## config.mk

```make
export PLATFORM = sky130hd
export DESIGN_NAME = des_decrypt_core
export DESIGN_NICKNAME = d
export VERILOG_FILES = /design/src/rtl/des_pkg.sv /design/src/rtl/des_f.sv /design/src/rtl/des_decrypt_core.sv
export SDC_FILE = /design/constraint.sdc
export NUM_CORES = 1
export LEC_CHECK = 0
export ABC_AREA = 0
export CORE_ASPECT_RATIO = 0.7
export CORE_UTILIZATION = 55
export DETAILED_ROUTE_END_ITERATION = 12
export PLACE_DENSITY = 0.85
export SETUP_SLACK_MARGIN = 0.4
export SLEW_MARGIN = 10
export SYNTH_ARGS = -nofsm -noshare
export SYNTH_HDL_FRONTEND = slang
export SYNTH_HIERARCHICAL = 1
export SYNTH_SLANG_ARGS = --single-unit
```

## constraint.sdc

```tcl
create_clock -name clk -period 4.6 [get_ports clk]
set_input_delay 0.92 -clock clk [delete_from_list [all_inputs] [get_ports clk]]
set_output_delay 0.92 -clock clk [all_outputs]
set_load 0.1 [all_outputs]
```

## src/rtl/des_pkg.sv

```systemverilog
// Shared DES constants (permutation tables, S-boxes, key shift schedule) and
// the permutation helpers used by both the round function and the core.
package des_pkg;

  typedef enum logic [1:0] {IDLE, ROUND, FINAL, DONE} state_t;

  // Tables hold DES bit numbers, 1 = most significant bit of the source word.
  localparam int IP_TBL [64] = '{
    58, 50, 42, 34, 26, 18, 10,  2,
    60, 52, 44, 36, 28, 20, 12,  4,
    62, 54, 46, 38, 30, 22, 14,  6,
    64, 56, 48, 40, 32, 24, 16,  8,
    57, 49, 41, 33, 25, 17,  9,  1,
    59, 51, 43, 35, 27, 19, 11,  3,
    61, 53, 45, 37, 29, 21, 13,  5,
    63, 55, 47, 39, 31, 23, 15,  7};

  localparam int FP_TBL [64] = '{
    40,  8, 48, 16, 56, 24, 64, 32,
    39,  7, 47, 15, 55, 23, 63, 31,
    38,  6, 46, 14, 54, 22, 62, 30,
    37,  5, 45, 13, 53, 21, 61, 29,
    36,  4, 44, 12, 52, 20, 60, 28,
    35,  3, 43, 11, 51, 19, 59, 27,
    34,  2, 42, 10, 50, 18, 58, 26,
    33,  1, 41,  9, 49, 17, 57, 25};

  localparam int E_TBL [48] = '{
    32,  1,  2,  3,  4,  5,
     4,  5,  6,  7,  8,  9,
     8,  9, 10, 11, 12, 13,
    12, 13, 14, 15, 16, 17,
    16, 17, 18, 19, 20, 21,
    20, 21, 22, 23, 24, 25,
    24, 25, 26, 27, 28, 29,
    28, 29, 30, 31, 32,  1};

  localparam int P_TBL [32] = '{
    16,  7, 20, 21, 29, 12, 28, 17,
     1, 15, 23, 26,  5, 18, 31, 10,
     2,  8, 24, 14, 32, 27,  3,  9,
    19, 13, 30,  6, 22, 11,  4, 25};

  localparam int PC1_TBL [56] = '{
    57, 49, 41, 33, 25, 17,  9,
     1, 58, 50, 42, 34, 26, 18,
    10,  2, 59, 51, 43, 35, 27,
    19, 11,  3, 60, 52, 44, 36,
    63, 55, 47, 39, 31, 23, 15,
     7, 62, 54, 46, 38, 30, 22,
    14,  6, 61, 53, 45, 37, 29,
    21, 13,  5, 28, 20, 12,  4};

  localparam int PC2_TBL [48] = '{
    14, 17, 11, 24,  1,  5,
     3, 28, 15,  6, 21, 10,
    23, 19, 12,  4, 26,  8,
    16,  7, 27, 20, 13,  2,
    41, 52, 31, 37, 47, 55,
    30, 40, 51, 45, 33, 48,
    44, 49, 39, 56, 34, 53,
    46, 42, 50, 36, 29, 32};

  // Encryption left-shift schedule for rounds 1..16.
  localparam int SHIFT_SCHED [16] = '{1, 1, 2, 2, 2, 2, 2, 2, 1, 2, 2, 2, 2, 2, 2, 1};

  // Each box stored row-major: entry = row*16 + column.
  localparam int SBOX [8][64] = '{
    '{14,  4, 13,  1,  2, 15, 11,  8,  3, 10,  6, 12,  5,  9,  0,  7,
       0, 15,  7,  4, 14,  2, 13,  1, 10,  6, 12, 11,  9,  5,  3,  8,
       4,  1, 14,  8, 13,  6,  2, 11, 15, 12,  9,  7,  3, 10,  5,  0,
      15, 12,  8,  2,  4,  9,  1,  7,  5, 11,  3, 14, 10,  0,  6, 13},
    '{15,  1,  8, 14,  6, 11,  3,  4,  9,  7,  2, 13, 12,  0,  5, 10,
       3, 13,  4,  7, 15,  2,  8, 14, 12,  0,  1, 10,  6,  9, 11,  5,
       0, 14,  7, 11, 10,  4, 13,  1,  5,  8, 12,  6,  9,  3,  2, 15,
      13,  8, 10,  1,  3, 15,  4,  2, 11,  6,  7, 12,  0,  5, 14,  9},
    '{10,  0,  9, 14,  6,  3, 15,  5,  1, 13, 12,  7, 11,  4,  2,  8,
      13,  7,  0,  9,  3,  4,  6, 10,  2,  8,  5, 14, 12, 11, 15,  1,
      13,  6,  4,  9,  8, 15,  3,  0, 11,  1,  2, 12,  5, 10, 14,  7,
       1, 10, 13,  0,  6,  9,  8,  7,  4, 15, 14,  3, 11,  5,  2, 12},
    '{ 7, 13, 14,  3,  0,  6,  9, 10,  1,  2,  8,  5, 11, 12,  4, 15,
      13,  8, 11,  5,  6, 15,  0,  3,  4,  7,  2, 12,  1, 10, 14,  9,
      10,  6,  9,  0, 12, 11,  7, 13, 15,  1,  3, 14,  5,  2,  8,  4,
       3, 15,  0,  6, 10,  1, 13,  8,  9,  4,  5, 11, 12,  7,  2, 14},
    '{ 2, 12,  4,  1,  7, 10, 11,  6,  8,  5,  3, 15, 13,  0, 14,  9,
      14, 11,  2, 12,  4,  7, 13,  1,  5,  0, 15, 10,  3,  9,  8,  6,
       4,  2,  1, 11, 10, 13,  7,  8, 15,  9, 12,  5,  6,  3,  0, 14,
      11,  8, 12,  7,  1, 14,  2, 13,  6, 15,  0,  9, 10,  4,  5,  3},
    '{12,  1, 10, 15,  9,  2,  6,  8,  0, 13,  3,  4, 14,  7,  5, 11,
      10, 15,  4,  2,  7, 12,  9,  5,  6,  1, 13, 14,  0, 11,  3,  8,
       9, 14, 15,  5,  2,  8, 12,  3,  7,  0,  4, 10,  1, 13, 11,  6,
       4,  3,  2, 12,  9,  5, 15, 10, 11, 14,  1,  7,  6,  0,  8, 13},
    '{ 4, 11,  2, 14, 15,  0,  8, 13,  3, 12,  9,  7,  5, 10,  6,  1,
      13,  0, 11,  7,  4,  9,  1, 10, 14,  3,  5, 12,  2, 15,  8,  6,
       1,  4, 11, 13, 12,  3,  7, 14, 10, 15,  6,  8,  0,  5,  9,  2,
       6, 11, 13,  8,  1,  4, 10,  7,  9,  5,  0, 15, 14,  2,  3, 12},
    '{13,  2,  8,  4,  6, 15, 11,  1, 10,  9,  3, 14,  5,  0, 12,  7,
       1, 15, 13,  8, 10,  3,  7,  4, 12,  5,  6, 11,  0, 14,  9,  2,
       7, 11,  4,  1,  9, 12, 14,  2,  0,  6, 10, 13, 15,  3,  5,  8,
       2,  1, 14,  7,  4, 10,  8, 13, 15, 12,  9,  0,  3,  5,  6, 11}};

  function automatic logic [63:0] ip_perm(input logic [63:0] x);
    logic [63:0] y;
    y = '0;
    for (int i = 0; i < 64; i++) y[6'(63 - i)] = x[6'(64 - IP_TBL[i])];
    return y;
  endfunction

  function automatic logic [63:0] fp_perm(input logic [63:0] x);
    logic [63:0] y;
    y = '0;
    for (int i = 0; i < 64; i++) y[6'(63 - i)] = x[6'(64 - FP_TBL[i])];
    return y;
  endfunction

  function automatic logic [47:0] e_expand(input logic [31:0] x);
    logic [47:0] y;
    y = '0;
    for (int i = 0; i < 48; i++) y[6'(47 - i)] = x[5'(32 - E_TBL[i])];
    return y;
  endfunction

  function automatic logic [31:0] p_perm(input logic [31:0] x);
    logic [31:0] y;
    y = '0;
    for (int i = 0; i < 32; i++) y[5'(31 - i)] = x[5'(32 - P_TBL[i])];
    return y;
  endfunction

  function automatic logic [55:0] pc1_perm(input logic [63:0] x);
    logic [55:0] y;
    y = '0;
    for (int i = 0; i < 56; i++) y[6'(55 - i)] = x[6'(64 - PC1_TBL[i])];
    return y;
  endfunction

  function automatic logic [47:0] pc2_perm(input logic [55:0] x);
    logic [47:0] y;
    y = '0;
    for (int i = 0; i < 48; i++) y[6'(47 - i)] = x[6'(56 - PC2_TBL[i])];
    return y;
  endfunction

  // Outer bits of the 6-bit group select the row, inner four the column.
  function automatic logic [3:0] sbox_lookup(input logic [2:0] n, input logic [5:0] six);
    return 4'(SBOX[n][{six[5], six[0], six[4:1]}]);
  endfunction

endpackage

```

## src/rtl/des_f.sv

```systemverilog
// DES round function f(R, K): expand, key mix, S-box substitution, permute.
// Purely combinational so the encrypt core can share it.
module des_f
  import des_pkg::*;
(
  input  logic [31:0] r,
  input  logic [47:0] subkey,
  output logic [31:0] f
);

  logic [47:0] mixed;
  logic [31:0] sout;

  always_comb begin
    mixed = e_expand(r) ^ subkey;
    sout  = '0;
    for (int s = 0; s < 8; s++) begin
      sout[5'(28 - 4 * s) +: 4] = sbox_lookup(3'(s), mixed[6'(42 - 6 * s) +: 6]);
    end
    f = p_perm(sout);
  end

endmodule

```

## src/rtl/des_decrypt_core.sv

```systemverilog
// Iterative DES decryption: one Feistel round per clock, subkeys K16..K1
// generated on the fly by right-rotating the PC1 halves.
module des_decrypt_core
  import des_pkg::*;
(
  input  logic        clk,
  input  logic        reset,
  input  logic [63:0] message,
  input  logic [63:0] DESkey,
  input  logic        enable,
  input  logic        ack,
  output logic [63:0] decrypted,
  output logic        done,
  output logic        busy
);

  state_t      state, state_next;
  logic [4:0]  round;
  logic [31:0] l, r;
  logic [27:0] c, d;
  logic [47:0] subkey;
  logic [31:0] f_out;
  logic [1:0]  shift;

  assign subkey = pc2_perm({c, d});
  // After round n the halves move back by the encrypt shift of round 17-n.
  assign shift  = 2'(SHIFT_SCHED[4'(5'd16 - round)]);

  des_f u_f (
    .r      (r),
    .subkey (subkey),
    .f      (f_out)
  );

  function automatic logic [27:0] ror28(input logic [27:0] x, input logic [1:0] n);
    return (n == 2'd1) ? {x[0], x[27:1]} : {x[1:0], x[27:2]};
  endfunction

  always_ff @(posedge clk or negedge reset) begin
    if (!reset) state <= IDLE;
    else        state <= state_next;
  end

  always_comb begin
    state_next = state;
    case (state)
      IDLE:    if (enable) state_next = ROUND;
      ROUND:   if (round == 5'd16) state_next = FINAL;
      FINAL:   state_next = DONE;
      DONE:    if (ack) state_next = IDLE;
      default: state_next = IDLE;
    endcase
  end

  always_ff @(posedge clk or negedge reset) begin
    if (!reset) begin
      round     <= '0;
      l         <= '0;
      r         <= '0;
      c         <= '0;
      d         <= '0;
      decrypted <= '0;
    end else begin
      case (state)
        IDLE: begin
          if (enable) begin
            {l, r} <= ip_perm(message);
            {c, d} <= pc1_perm(DESkey);
            round  <= 5'd1;
          end
        end
        ROUND: begin
          l <= r;
          r <= l ^ f_out;
          if (round != 5'd16) begin
            c     <= ror28(c, shift);
            d     <= ror28(d, shift);
            round <= round + 5'd1;
          end
        end
        // Halves are swapped back before the final permutation.
        FINAL:   decrypted <= fp_perm({r, l});
        default: ;
      endcase
    end
  end

  assign done = (state == DONE);
  assign busy = (state == ROUND) || (state == FINAL);

endmodule

```

After elaboration in Yosys (flattened, before gate mapping)

Memories as Yosys holds them, arrays and structs flattened.
Index checks and enable logic that the tools add are counted.

Logic and storage cells: 66
ROM bits: 8704
Memories kept: 5
Register bits after elaboration: 115

Magnitude comparators: 5
Add/subtract/negate cells: 2
Muxes and demuxes: 25
Reduce and logical (&&, ||, !) cells: 6
Bitwise logic cells: 7
Equality and inequality tests: 10

Memories:

| name             | words | width | rd ports | clocked after Yosys merged registers in | write ports | line                   | text |
|---|---|---|---|---|---|---|---|
| (name not given) | 64    | 32    | 1        | 0                                       | 0           | des_pkg.sv:146         | `return 4'(SBOX[n][{six[5], six[0], six[4:1]}]);` |
| (name not given) | 64    | 32    | 1        | 0                                       | 0           | des_pkg.sv:146         |  |
| (name not given) | 64    | 32    | 1        | 0                                       | 0           | des_pkg.sv:146         |  |
| (name not given) | 64    | 32    | 1        | 0                                       | 0           | des_pkg.sv:146         |  |
| (name not given) | 16    | 32    | 1        | 0                                       | 0           | des_decrypt_core.sv:27 | `assign shift = 2'(SHIFT_SCHED[4'(5'd16 - round)]);` |

Operator list:

| cell                | count |
|---|---|
| $pmux 32 s2         | 2 |
| $mux 28             | 3 |
| $mux 32             | 2 |
| $pmux 28 s2         | 1 |
| $xor 32x16->32      | 1 |
| $ge 7x7->1 const B  | 4 |
| $not 6->7           | 4 |
| $xor 24x24->24      | 1 |
| $mux 2              | 7 |
| $mux 3              | 4 |
| $mux 5              | 2 |
| $pmux 5 s2          | 1 |
| $mux 4              | 2 |
| $ne 2x2->1 const B  | 4 |
| $pmux 2 s4          | 1 |
| $reduce_and 3->1    | 2 |
| $add 5x1->5 const B | 1 |
| $eq 5x5->1 const B  | 1 |
| $ge 5x5->1 const B  | 1 |
| $ne 5x5->1 const B  | 1 |
| $not 4->5           | 1 |
| $eq 2x1->1 const B  | 2 |
| $eq 2x2->1 const B  | 2 |
| $sub 1x4->4 const A | 1 |
| 4 further kinds     | 4 |

Logic depth before layout (Yosys ltp)

Gate-level depths: netlist of the first run.

Depth in word-level cells: 9
Depth in mapped cells: 12

Cells and area by module

Netlist of the first run, hierarchy kept.

By module, submodules not included:

| module           | times used | seq. area each (um^2) | cells an instance | area an instance (um^2) |
|---|---|---|---|---|
| des_decrypt_core | 1          | 3578.4                | 635               | 6867.8 |
| des_f            | 1          | 0.0                   | 167               | 1328.8 |

Worst setup path after synthesis of the first run

OpenSTA, ideal clock, no wires.

Kind: register -> register
Start point: register d[11]
End point: register r[3]
Path buffers: 0
Cell stages (with the launch flop): 9
Slack: 2.228 ns
Clock period less this slack: 2.372 ns
Data required time: 4.479 ns
Arrival: 2.251 ns
Path through: dfrtp_1 -> xor2_1 -> ha_1 -> mux4_2 -> nor2_1 -> a31oi_1 -> mux2_2 -> xor2_1 -> a22o_1

Longest elaborated chain between the ends: 7

Ends and longest elaborated chain:

| element                                    | line                   | text |
|---|---|---|
| start: declaration                         | des_decrypt_core.sv:20 | `logic [27:0] c, d;` |
| start signal: assignment                   | des_decrypt_core.sv:68 | `{c, d} <= pc1_perm(DESkey);` |
| start signal: assignment                   | des_decrypt_core.sv:77 | `d <= ror28(d, shift);` |
| $xor 24x24->24                             | des_f.sv:15            | `mixed = e_expand(r) ^ subkey;` |
| $not 6->7 (implied by the code)            | des_pkg.sv:146         |  |
| $mem_v2 64x32                              | --                     |  |
| $mux 3 (implied by the code) (2 in series) | des_pkg.sv:146         |  |
| net f_out[3]                               | des_decrypt_core.sv:22 | `logic [31:0] f_out;` |
| $xor 32x16->32                             | des_decrypt_core.sv:74 | `r <= l ^ f_out;` |
| $pmux 32 s2                                | des_decrypt_core.sv:64 | `case (state)` |
| end signal: assignment                     | des_decrypt_core.sv:67 | `{l, r} <= ip_perm(message);` |
| end signal: assignment                     | des_decrypt_core.sv:74 |  |
| end: declaration                           | des_decrypt_core.sv:19 | `logic [31:0] l, r;` |

The timed path passes the listed nets, and every way through them passes these cells. The select of a mux whose other input is x is not followed.
A chain may end at the register's enable or synchronous reset.

Final worst setup path of the first run

Start point: register state[1]
End point: output port busy

Longest elaborated chain between the ends: 2
Elaborated cells between the ends (all ways): 3
Those cells by class: 2 x eq/ne; 1 x reduce/logical

Ends and longest elaborated chain:

| element                                  | line                   | text |
|---|---|---|
| start: declaration                       | des_decrypt_core.sv:17 | `state_t state, state_next;` |
| start signal: assignment                 | des_decrypt_core.sv:41 | `else state <= state_next;` |
| $eq 2x1->1 or $eq 2x2->1 (tied branches) | des_decrypt_core.sv:89 | `assign busy = (state == ROUND) \|\| (state == FINAL);` |
| $logic_or 1x1->1 *                       | des_decrypt_core.sv:89 |  |
| end: declaration                         | des_decrypt_core.sv:14 | `output logic busy` |

Mark *: on every way between the ends. The rest lies on a longest branch, timed or not.

==> results of run 1 <==
==> per-layer routing <==
layer,global-route usage,vias up,share of wire
li1,-,2096,-
met4,0.0640,0,0.0089
met3,0.0430,13,0.054
met2,0.383,150,0.49
met1,0.315,2221,0.45
met5,0,-,0
==> sequential cells by signal (all words and copies together), names as in the netlist <==
register	cells
d	28
decrypted	16
round	5
state	2
l	24
r	24
==> stage by stage <==
| stage | setup WS (ns) | hold WS [ns] |
|---|---|---|
| global route | 1.35 | 0.515 |
| CTS | 1.39 | 0.492 |
| finish | 1.42 | 0.490 |
| global placement | 1.63 | 0.462 |
| detailed placement | 1.58 | 0.476 |
| floorplan | 2.23 | 0.451 |
==> power groups by stage <==
stage               logic [mW]  clock network (mW)  registers, mW
floorplan                 2.85                   0           1.99
global placement          3.73                   0           1.56
CTS                       3.96               0.873           1.58
detailed placement        3.92                   0           1.60
global route              4.30               0.904           1.63
finish                    3.99               0.861           1.59
==> worst max path at each step <==
stage	from	endpoint	slack, ns	cells past startpoint
2_1_floorplan	d[11]	r[3]	2.23	8
6_report	state[1]	busy	1.42	3
5_1_grt	state[0]	busy	1.35	3
3_5_place_dp	enable	round[3]	1.58	7
3_3_place_gp	enable	round[3]	1.63	7
4_1_cts	state[1]	busy	1.39	3
==> worst max-delay path: cells and delay by family (launching register included) <==
kind                       cells  cell delay [ns]
DFF                            1             0.38
buffers and inverters          2             1.23
adders and majority gates      1             0.31
==> final cells by class <==
type                    count  area share
multi-input cells         478       0.478
well taps                 153      0.0278
inverters                  14     0.00764
flip-flops and latches     99       0.360
repair buffers             54      0.0764
clock inverters             7      0.0169
clock buffers               9      0.0327
==> cell usage in the layout (no fill, tap or decap), drive strengths merged, types with 14 or more instances in the layout <==
master          n
a21oi          22
a22o           32
clkdlybuf4s50  48
conb           65
dfrtp          99
ha             28
inv            14
mux2           18
mux2i          45
nand2          61
nor2           30
o21ai          57
o22ai          14
xnor2          33
xor2           25
==> out/metrics.yaml, run 1 <==
run_status:
  status: "complete, no violations"
power_and_ir_drop:
  p_comb_frac: 0.619
  p_int_mw: 3.21
  p_switching_mw: 3.23
  power.total_mw: 6.44
  power_frac_clock: 0.134
  seq_power_share: 0.247
  switching_share: 0.501
  p_leak_nw: 3.18
  ir_worst_vdd_mv: 0.755
  power_density_mw_per_mm2: 936
die:
  coreArea_mm2: 0.0111
  die_h_um: 91.2
  num_rows: 32
  die_x_um: 129
  initial_core_util: 0.566
  die-area_mm2: 0.0118
  io-pin-count: 198
place:
  dp.cells: 798
  dpl_cell_area_mm2: 0.00654
  dpl.hpwl_um: 9020
  gp_congestion: 0.898
  portBuffers: 49
timing:
  finalSetupTns_ns: 0
  setup_viol: 0
  fin_crit_sh: 0.692
  worstMarginPinSlew_ns: 1.12
  relSlewSlack: 0.248
  worst_clock_skew_ns: 0.00594
  fmax_mhz: 314
  rsz0062_at_grt: "false"
  hold_viol_final: 0
  drv_slew: 0
  fin_crit_ns: 3.18
global_routing:
  grt_usage: 0.233
  grt_pass1_wl_um: 21500
  grt_pass1_vias: 4457
  grt_overflow: 0
  grt_max_degree: 67
  grt_antenna_before_repair: 0
clock_network:
  cts_buffers: 9
  cts.clk_slew.worst_paths_ns: 0.07
  cts_tree: "yes"
  post_cts_buffers: 0
  cts_sinks: 99
  clockRootBuffer: "clkbuf_16"
  cts_buffer_depth: 2
  cts_resized: 0
  h-tree-depth: 3
  cts_hold_buf: 0
  clock_latency_ns: 0.35
min_path:
  hold_path_class: "reg2reg"
  hold_start: "r[20]"
  hold_depth: 2
  holdPathEnd: "r[20]"
final_layout:
  layout-drive-gt1-share: 0.0787
  nFillCells: 871
  seqCellArea_mm2: 0.00248
  antenna_cells: 0
  area_growth_pct: 10.0
  stdcell_count: 814
  multi_input_area_mm2: 0.00329
  nets: 816
  post-route-cell-area_mm2: 0.00688
  utilization: 0.623
setup_path:
  rrSetupSlack_ns: 1.70
  reg2reg_to: "r[3]"
  slowest_delay_ns: 1.13
  crit_path_top_delay_cell: "clkdlybuf4s50_1"
  timing.rr.start: "d[16]"
  critPathCaptureType: "output port"
  r2r_cells: 7
  start_kind: "register"
  cp.arrival_ns: 2.26
  cp_cell_sequence: "inv_1 -> ha_1 -> clkdlybuf4s50_1"
  critical_path_required_ns: 3.68
  worst-setup-path-type: "reg2out"
  cp_max_fo: 4
routing:
  via_per_inst: 5.50
  first_pass_iters: 5
  routed_wl_um: 13000
  wl_per_cell_um: 16.0
  ant_nets: 0
  drc: 0
  drt_iter0_drc: 399
  dr_total_vias: 4480
run:
  cap_violations: 0
synth:
  ys.warnings.count: 6
  syn_area_mm2: 0.00625
  syn_area_per_cell_um2: 9.86
  syn-instance-count: 634
No activity file was read; power rests on OpenSTA's default activity.
==> run 2: changes to the inputs <==
CORE_UTILIZATION = 51   (was 55)
PLACE_DENSITY = 0.8   (was 0.85)
clock period = 3.04 ns   (was 4.6 ns; I/O delays follow)
==> run 2 against run 1 <==
Compared with the run above:
- first-iteration DRC count down 32%
- global-route usage down 2.2 points
- die area up 7.7%
- utilization down 3.8 points
- design area up 0.31%
- power up 51%
- highest routed layer unchanged
==> out/metrics.yaml, run 2 (synthesis results as in run 1) <==
die:
  coreArea_mm2: 0.0118  # was 0.0111 mm^2
  die-area_mm2: 0.0127  # was 0.0118 mm^2
  num_rows: 33  # was 32
  io-pin-count: 198  # unchanged
  die_x_um: 134  # was 129 um
  initial_core_util: 0.529  # was 0.566
  die_h_um: 94.6  # was 91.2 um
timing:
  relSlewSlack: 0.403  # was 0.248
  hold_viol_final: 0  # unchanged
  rsz0062_at_grt: "true"  # was false
  fin_crit_ns: 2.53
  setup_viol: 0  # unchanged
  finalSetupTns_ns: 0  # unchanged
  worst_clock_skew_ns: 0.00607  # was 0.00594 ns
  fin_crit_sh: 0.832
  drv_slew: 0  # unchanged
  fmax_mhz: 396
  worstMarginPinSlew_ns: 0.895  # was 1.12 ns
final_layout:
  antenna_cells: 0  # unchanged
  layout-drive-gt1-share: 0.119  # was 0.0787
  regMostFlops: "d"  # unchanged
  area_growth_pct: 10.4  # was 10.0%
  post-route-cell-area_mm2: 0.00690  # was 0.00688 mm^2
  final_common_cell: "dfrtp_1"  # unchanged
  nets: 821  # was 816
  layout_common_cells: "97 x dfrtp_1, 65 x conb_1, 61 x nand2_1, 43 x mux2i_1, 32 x a22o_1"  # was 99 x dfrtp_1, 65 x conb_1, 61 x nand2_1, 48 x clkdlybuf4s50_1, 43 x mux2i_1
  largest_reg_flops: 28  # unchanged
  top_regs: "d: 28 flops, l: 24 flops, r: 24 flops"  # unchanged
  utilization: 0.584  # was 0.623
setup_path:
  critPathCaptureType: "register"  # was output port
  critPathLaunch: "d[11]"  # was state[1]
  r2r_cells: 10  # was 7
  reg2reg_to: "r[13]"  # was r[3]
  cp_max_fo: 6  # was 4
  cp_top_family: "multiplexers"  # was buffers and inverters
  crit_path_top_delay_cell: "mux4_1"  # was clkdlybuf4s50_1
  timing.rr.start: "d[11]"  # was d[16]
  path_depth: 10  # was 3
  slowest_delay_ns: 0.49  # was 1.13 ns
  cp.arrival_ns: 2.73  # was 2.26 ns
  start_kind: "register"  # unchanged
  rrSetupSlack_ns: 0.51  # was 1.70 ns
  cp_cell_sequence: "xor2_4 -> inv_1 -> ha_1 -> mux4_1 -> mux2i_1 -> mux2i_1 -> xnor2_1 -> nand2_1 -> o21ai_0 -> o21ai_0"  # was inv_1 -> ha_1 -> clkdlybuf4s50_1
  critical_path_required_ns: 3.24  # was 3.68 ns
  crit_path_end: "r[13]"  # was busy
  worst-setup-path-type: "reg2reg"  # was reg2out
  path_buf_inv: 1  # was 2
clock_network:
  cts_tree: "yes"  # unchanged
  cts_buffers: 9  # unchanged
  cts_sinks: 99  # unchanged
  clock_latency_ns: 0.35  # about the same
  cts_buffer_depth: 2  # unchanged
  h-tree-depth: 3  # unchanged
  clockRootBuffer: "clkbuf_16"  # unchanged
  cts.clk_slew.worst_paths_ns: 0.06  # was 0.07 ns
routing:
  dr_total_vias: 4434  # was 4,480
  wl_per_cell_um: 15.6  # was 16.0 um
  drc: 0  # unchanged
  ant_nets: 0  # unchanged
  first_pass_iters: 4  # was 5
  routed_wl_um: 12800  # was 13,000 um
  drt_iter0_drc: 271  # was 399
  via_per_inst: 5.39  # was 5.50
run:
  cap_violations: 0  # unchanged
run_status:
  status: "complete, no violations"  # unchanged
place:
  gp_congestion: 0.814  # was 0.898
  dpl.hpwl_um: 9030  # was 9020 um
  dpl_cell_area_mm2: 0.00654  # about the same
  portBuffers: 49  # unchanged
min_path:
  hold_path_class: "in2async"  # was reg2reg
power_and_ir_drop:
  ir_worst_vdd_mv: 0.863  # was 0.755 mV
  p_leak_nw: 3.24  # was 3.18 nW
  power_density_mw_per_mm2: 1400  # was 936 mW/mm^2
global_routing:
  grt_antenna_before_repair: 0  # unchanged
  grt_max_degree: 62  # was 67
  grt_pass1_wl_um: 20700  # was 21,500 um
  grt_pass1_vias: 4270  # was 4,457
  grt_usage: 0.211  # was 0.233
  grt_overflow: 0  # unchanged
==> run 2: cell types whose count changed in the layout (fill, tap and decap cells not counted), sizes merged <==
| cell | change |
|---|---|
| clkinv | -1 |
| bufinv | -1 |
| clkdlybuf4s50 | -18 |
| buf | +23 |
| clkbuf | +1 |
==> run 2: where the power goes <==
part	total (mW)	internal, mW	switching, mW
Clock	1.23	0.736	0.496
Combinational	6.04	2.25	3.79
Sequential	2.43	1.85	0.580
Total	9.70	4.83	4.86
==> run 2: layout make-up <==
cell class / count / area, um^2
tap: 157 / 196
clock inverter: 5 / 77.6
inverter: 14 / 52.6
sequential: 99 / 2480
multi-input combinational: 478 / 3330
clock buffer: 10 / 239
timing repair buffer: 59 / 531
fill: 957 / 4910
==> run 2: layer usage <==
| layer | GRT usage | wire length (um) |
|---|---|---|
| met2 | 0.334 | 6070 |
| met3 | 0.0558 | 782 |
| met4 | 0.0571 | 165 |
| met1 | 0.288 | 5800 |
| met5 | 0 | 0 |
==> run 2: metrics by stage <==
stage / total power [mW] / hold WS (ns) / setup slack, ns / cells
after floorplan: 7.32 / 0.312 / 0.668 / 697
after detailed placement: 8.36 / 0.477 / 0.303 / 806
after global routing: 10.4 / 0.297 / 0.312 / 822
after CTS: 9.64 / 0.265 / 0.406 / 821
after global placement: 8.04 / 0.464 / 0.434 / 806
final: 9.70 / 0.245 / 0.512 / 822
==> run 2: repair_timing <==
action,4_1_cts,5_1_grt
resized for setup,1,5
setup buffers,0,1
pin swaps,0,1
hold buffers,0,0
endpoints found under the setup margin,2,4
==> run 2: worst min path at each step <==
stage / endpoint / slack [ns] / depth (start not counted)
CTS: decrypted[13] / 0.27 / 1
floorplan: d[0] / 0.31 / 0
finish: decrypted[15] / 0.25 / 1
global route: decrypted[15] / 0.30 / 1
global placement: r[21] / 0.46 / 2
detailed placement: r[31] / 0.48 / 2
==> run 3: changes to the inputs <==
clock period = 2.6 ns   (was 3.04 ns; I/O delays follow)
==> run 3 against run 2 <==
Compared with the run above:
- sequential power up 19%
- non-clock buffer count is 21 higher
- clock power up 25%
- clock skew is 0.00079 ns lower
- via count is 3.1% higher
- critical path depth is the same
- power up 27%
- critical endpoint is now r[3]
- highest routed layer unchanged
==> out/metrics.yaml, run 3 (synthesis results as in run 1) <==
setup_path:
  critical_path_required_ns: 2.83  # was 3.24 ns
  timing.rr.start: "r[9]"  # was d[11]
  crit_path_top_delay_cell: "mux4_2"  # was mux4_1
  cp_cell_sequence: "xor2_4 -> buf_6 -> ha_1 -> inv_1 -> mux4_2 -> nor2_2 -> a31oi_1 -> mux2_4 -> xor2_1 -> a22o_1"  # was xor2_4 -> inv_1 -> ha_1 -> mux4_1 -> mux2i_1 -> mux2i_1 -> xnor2_1 -> nand2_1 -> o21ai_0 -> o21ai_0
  start_kind: "register"  # unchanged
  reg2reg_to: "r[3]"  # was r[13]
  cp_top_family: "multiplexers"  # unchanged
  slowest_delay_ns: 0.46  # was 0.49 ns
  cp_max_fo: 4  # was 6
  cp.arrival_ns: 2.67  # was 2.73 ns
  rrSetupSlack_ns: 0.16  # was 0.51 ns
  critPathCaptureType: "register"  # unchanged
  r2r_cells: 10  # unchanged
  worst-setup-path-type: "reg2reg"  # unchanged
  path_buf_inv: 2  # was 1
die:
  die_h_um: 94.6  # unchanged
  io-pin-count: 198  # unchanged
  num_rows: 33  # unchanged
  die-area_mm2: 0.0127  # unchanged
  initial_core_util: 0.529  # unchanged
  coreArea_mm2: 0.0118  # unchanged
  die_x_um: 134  # unchanged
final_layout:
  regMostFlops: "d"  # unchanged
  multi_input_area_mm2: 0.00349  # was 0.00333 mm^2
  area_growth_pct: 16.8  # was 10.4%
  top_regs: "d: 28 flops, l: 24 flops, r: 24 flops"  # unchanged
  nets: 842  # was 821
  final_common_cell: "dfrtp_1"  # unchanged
  antenna_cells: 0  # unchanged
  stdcell_count: 844  # was 822
  nFillCells: 911  # was 957
  layout_common_cells: "91 x dfrtp_1, 65 x conb_1, 61 x nand2_1, 45 x buf_4, 42 x mux2i_1"  # was 97 x dfrtp_1, 65 x conb_1, 61 x nand2_1, 43 x mux2i_1, 32 x a22o_1
  seqCellArea_mm2: 0.00249  # was 0.00248 mm^2
  layout-drive-gt1-share: 0.180  # was 0.119
  largest_reg_flops: 28  # unchanged
timing:
  rsz0062_at_grt: "true"  # unchanged
  fin_crit_ns: 2.44  # was 2.53 ns
  setup_viol: 0  # unchanged
  fmax_mhz: 410  # was 396 MHz
  worst_clock_skew_ns: 0.00529  # was 0.00607 ns
  finalSetupTns_ns: 0  # unchanged
  relSlewSlack: 0.575  # was 0.403
  hold_viol_final: 0  # unchanged
  drv_slew: 0  # unchanged
  fin_crit_sh: 0.938  # was 0.832
  worstMarginPinSlew_ns: 0.636  # was 0.895 ns
power_and_ir_drop:
  power_density_mw_per_mm2: 1690  # was 1400 mW/mm^2
  ir_worst_vdd_mv: 1.03  # was 0.863 mV
  p_leak_nw: 3.39  # was 3.24 nW
routing:
  first_pass_iters: 4  # unchanged
  via_per_inst: 5.41  # was 5.39
  dr_total_vias: 4570  # was 4,434
  drt_iter0_drc: 277  # was 271
  routed_wl_um: 13400  # was 12,800 um
  drc: 0  # unchanged
  ant_nets: 0  # unchanged
  wl_per_cell_um: 15.9  # was 15.6 um
global_routing:
  grt_pass1_vias: 4284  # was 4,270
  grt_usage: 0.214  # was 0.211
  grt_pass1_wl_um: 21100  # was 20,700 um
  grt_antenna_before_repair: 0  # unchanged
  grt_overflow: 0  # unchanged
  grt_max_degree: 66  # was 62
clock_network:
  clockRootBuffer: "clkbuf_16"  # unchanged
  cts.clk_slew.worst_paths_ns: 0.07  # was 0.06 ns
  cts_hold_buf: 0  # unchanged
  h-tree-depth: 3  # unchanged
  cts_tree: "yes"  # unchanged
  cts_buffer_depth: 2  # unchanged
  cts_buffers: 9  # unchanged
  clock_latency_ns: 0.34  # was 0.35 ns
  cts_sinks: 99  # unchanged
place:
  portBuffers: 49  # unchanged
  dp.cells: 812  # was 806
  dpl.hpwl_um: 9150  # was 9030 um
  gp_congestion: 0.835  # was 0.814
run:
  cap_violations: 0  # unchanged
min_path:
  hold_path_class: "in2async"  # unchanged
run_status:
  status: "complete, no violations"  # unchanged
## run 3: final cells by class
cell class | instances | area share
clock buffers | 9 | 0.0308
clock inverters | 7 | 0.0170
inverters | 14 | 0.00788
multi-input cells | 478 | 0.478
flip-flops and latches | 99 | 0.341
well taps | 157 | 0.0269
repair buffers | 80 | 0.0987
## run 3: per-layer routing
layer	up-vias	global-route usage	routed length, um
li1	2158	-	-
met1	2266	0.292	6100
met2	131	0.354	6630
met3	15	0.0424	577
met4	0	0.0459	129
met5	-	0	0
## run 3: repair_timing
action | 4_1_cts | 5_1_grt
pin swaps | 7 | 13
buffers inserted | 9 | 7
setup endpoints to repair | 7 | 12
gates resized for setup | 19 | 17
gates cloned | 0 | 0
## run 3: worst max-delay path by stage
stage           from    end  depth (start not counted)
6_report        r[9]   r[3]                         10
2_1_floorplan   r[8]   r[3]                          8
5_1_grt         r[9]   r[3]                         10
3_3_place_gp   d[11]  r[13]                         10
3_5_place_dp   d[11]  r[13]                         10
4_1_cts        d[11]   r[3]                          9
## run 3: power by group
| group | total [mW] | internal, mW | switching, mW |
|---|---|---|---|
| sequential | 2.88 | 2.16 | 0.720 |
| combinational | 7.91 | 3.18 | 4.73 |
| clock | 1.54 | 0.947 | 0.598 |
## run 3: through the flow
| stage | util | hold slack, ns | setup WS, ns | area (um^2) | power, mW |
|---|---|---|---|---|---|
| 3_3_place_gp | 0.563 | 0.444 | 0.111 | 6650 | 9.65 |
| 3_5_place_dp | 0.563 | 0.450 | 0.000616 | 6650 | 10.0 |
| 6_report | 0.618 | 0.0757 | 0.161 | 7300 | 12.3 |
| 4_1_cts | 0.606 | 0.0775 | 0.255 | 7150 | 11.9 |
| 2_1_floorplan | - | 0.224 | 0.345 | 6530 | 8.65 |
| 5_1_grt | 0.618 | 0.0938 | 0.0960 | 7300 | 13.1 |
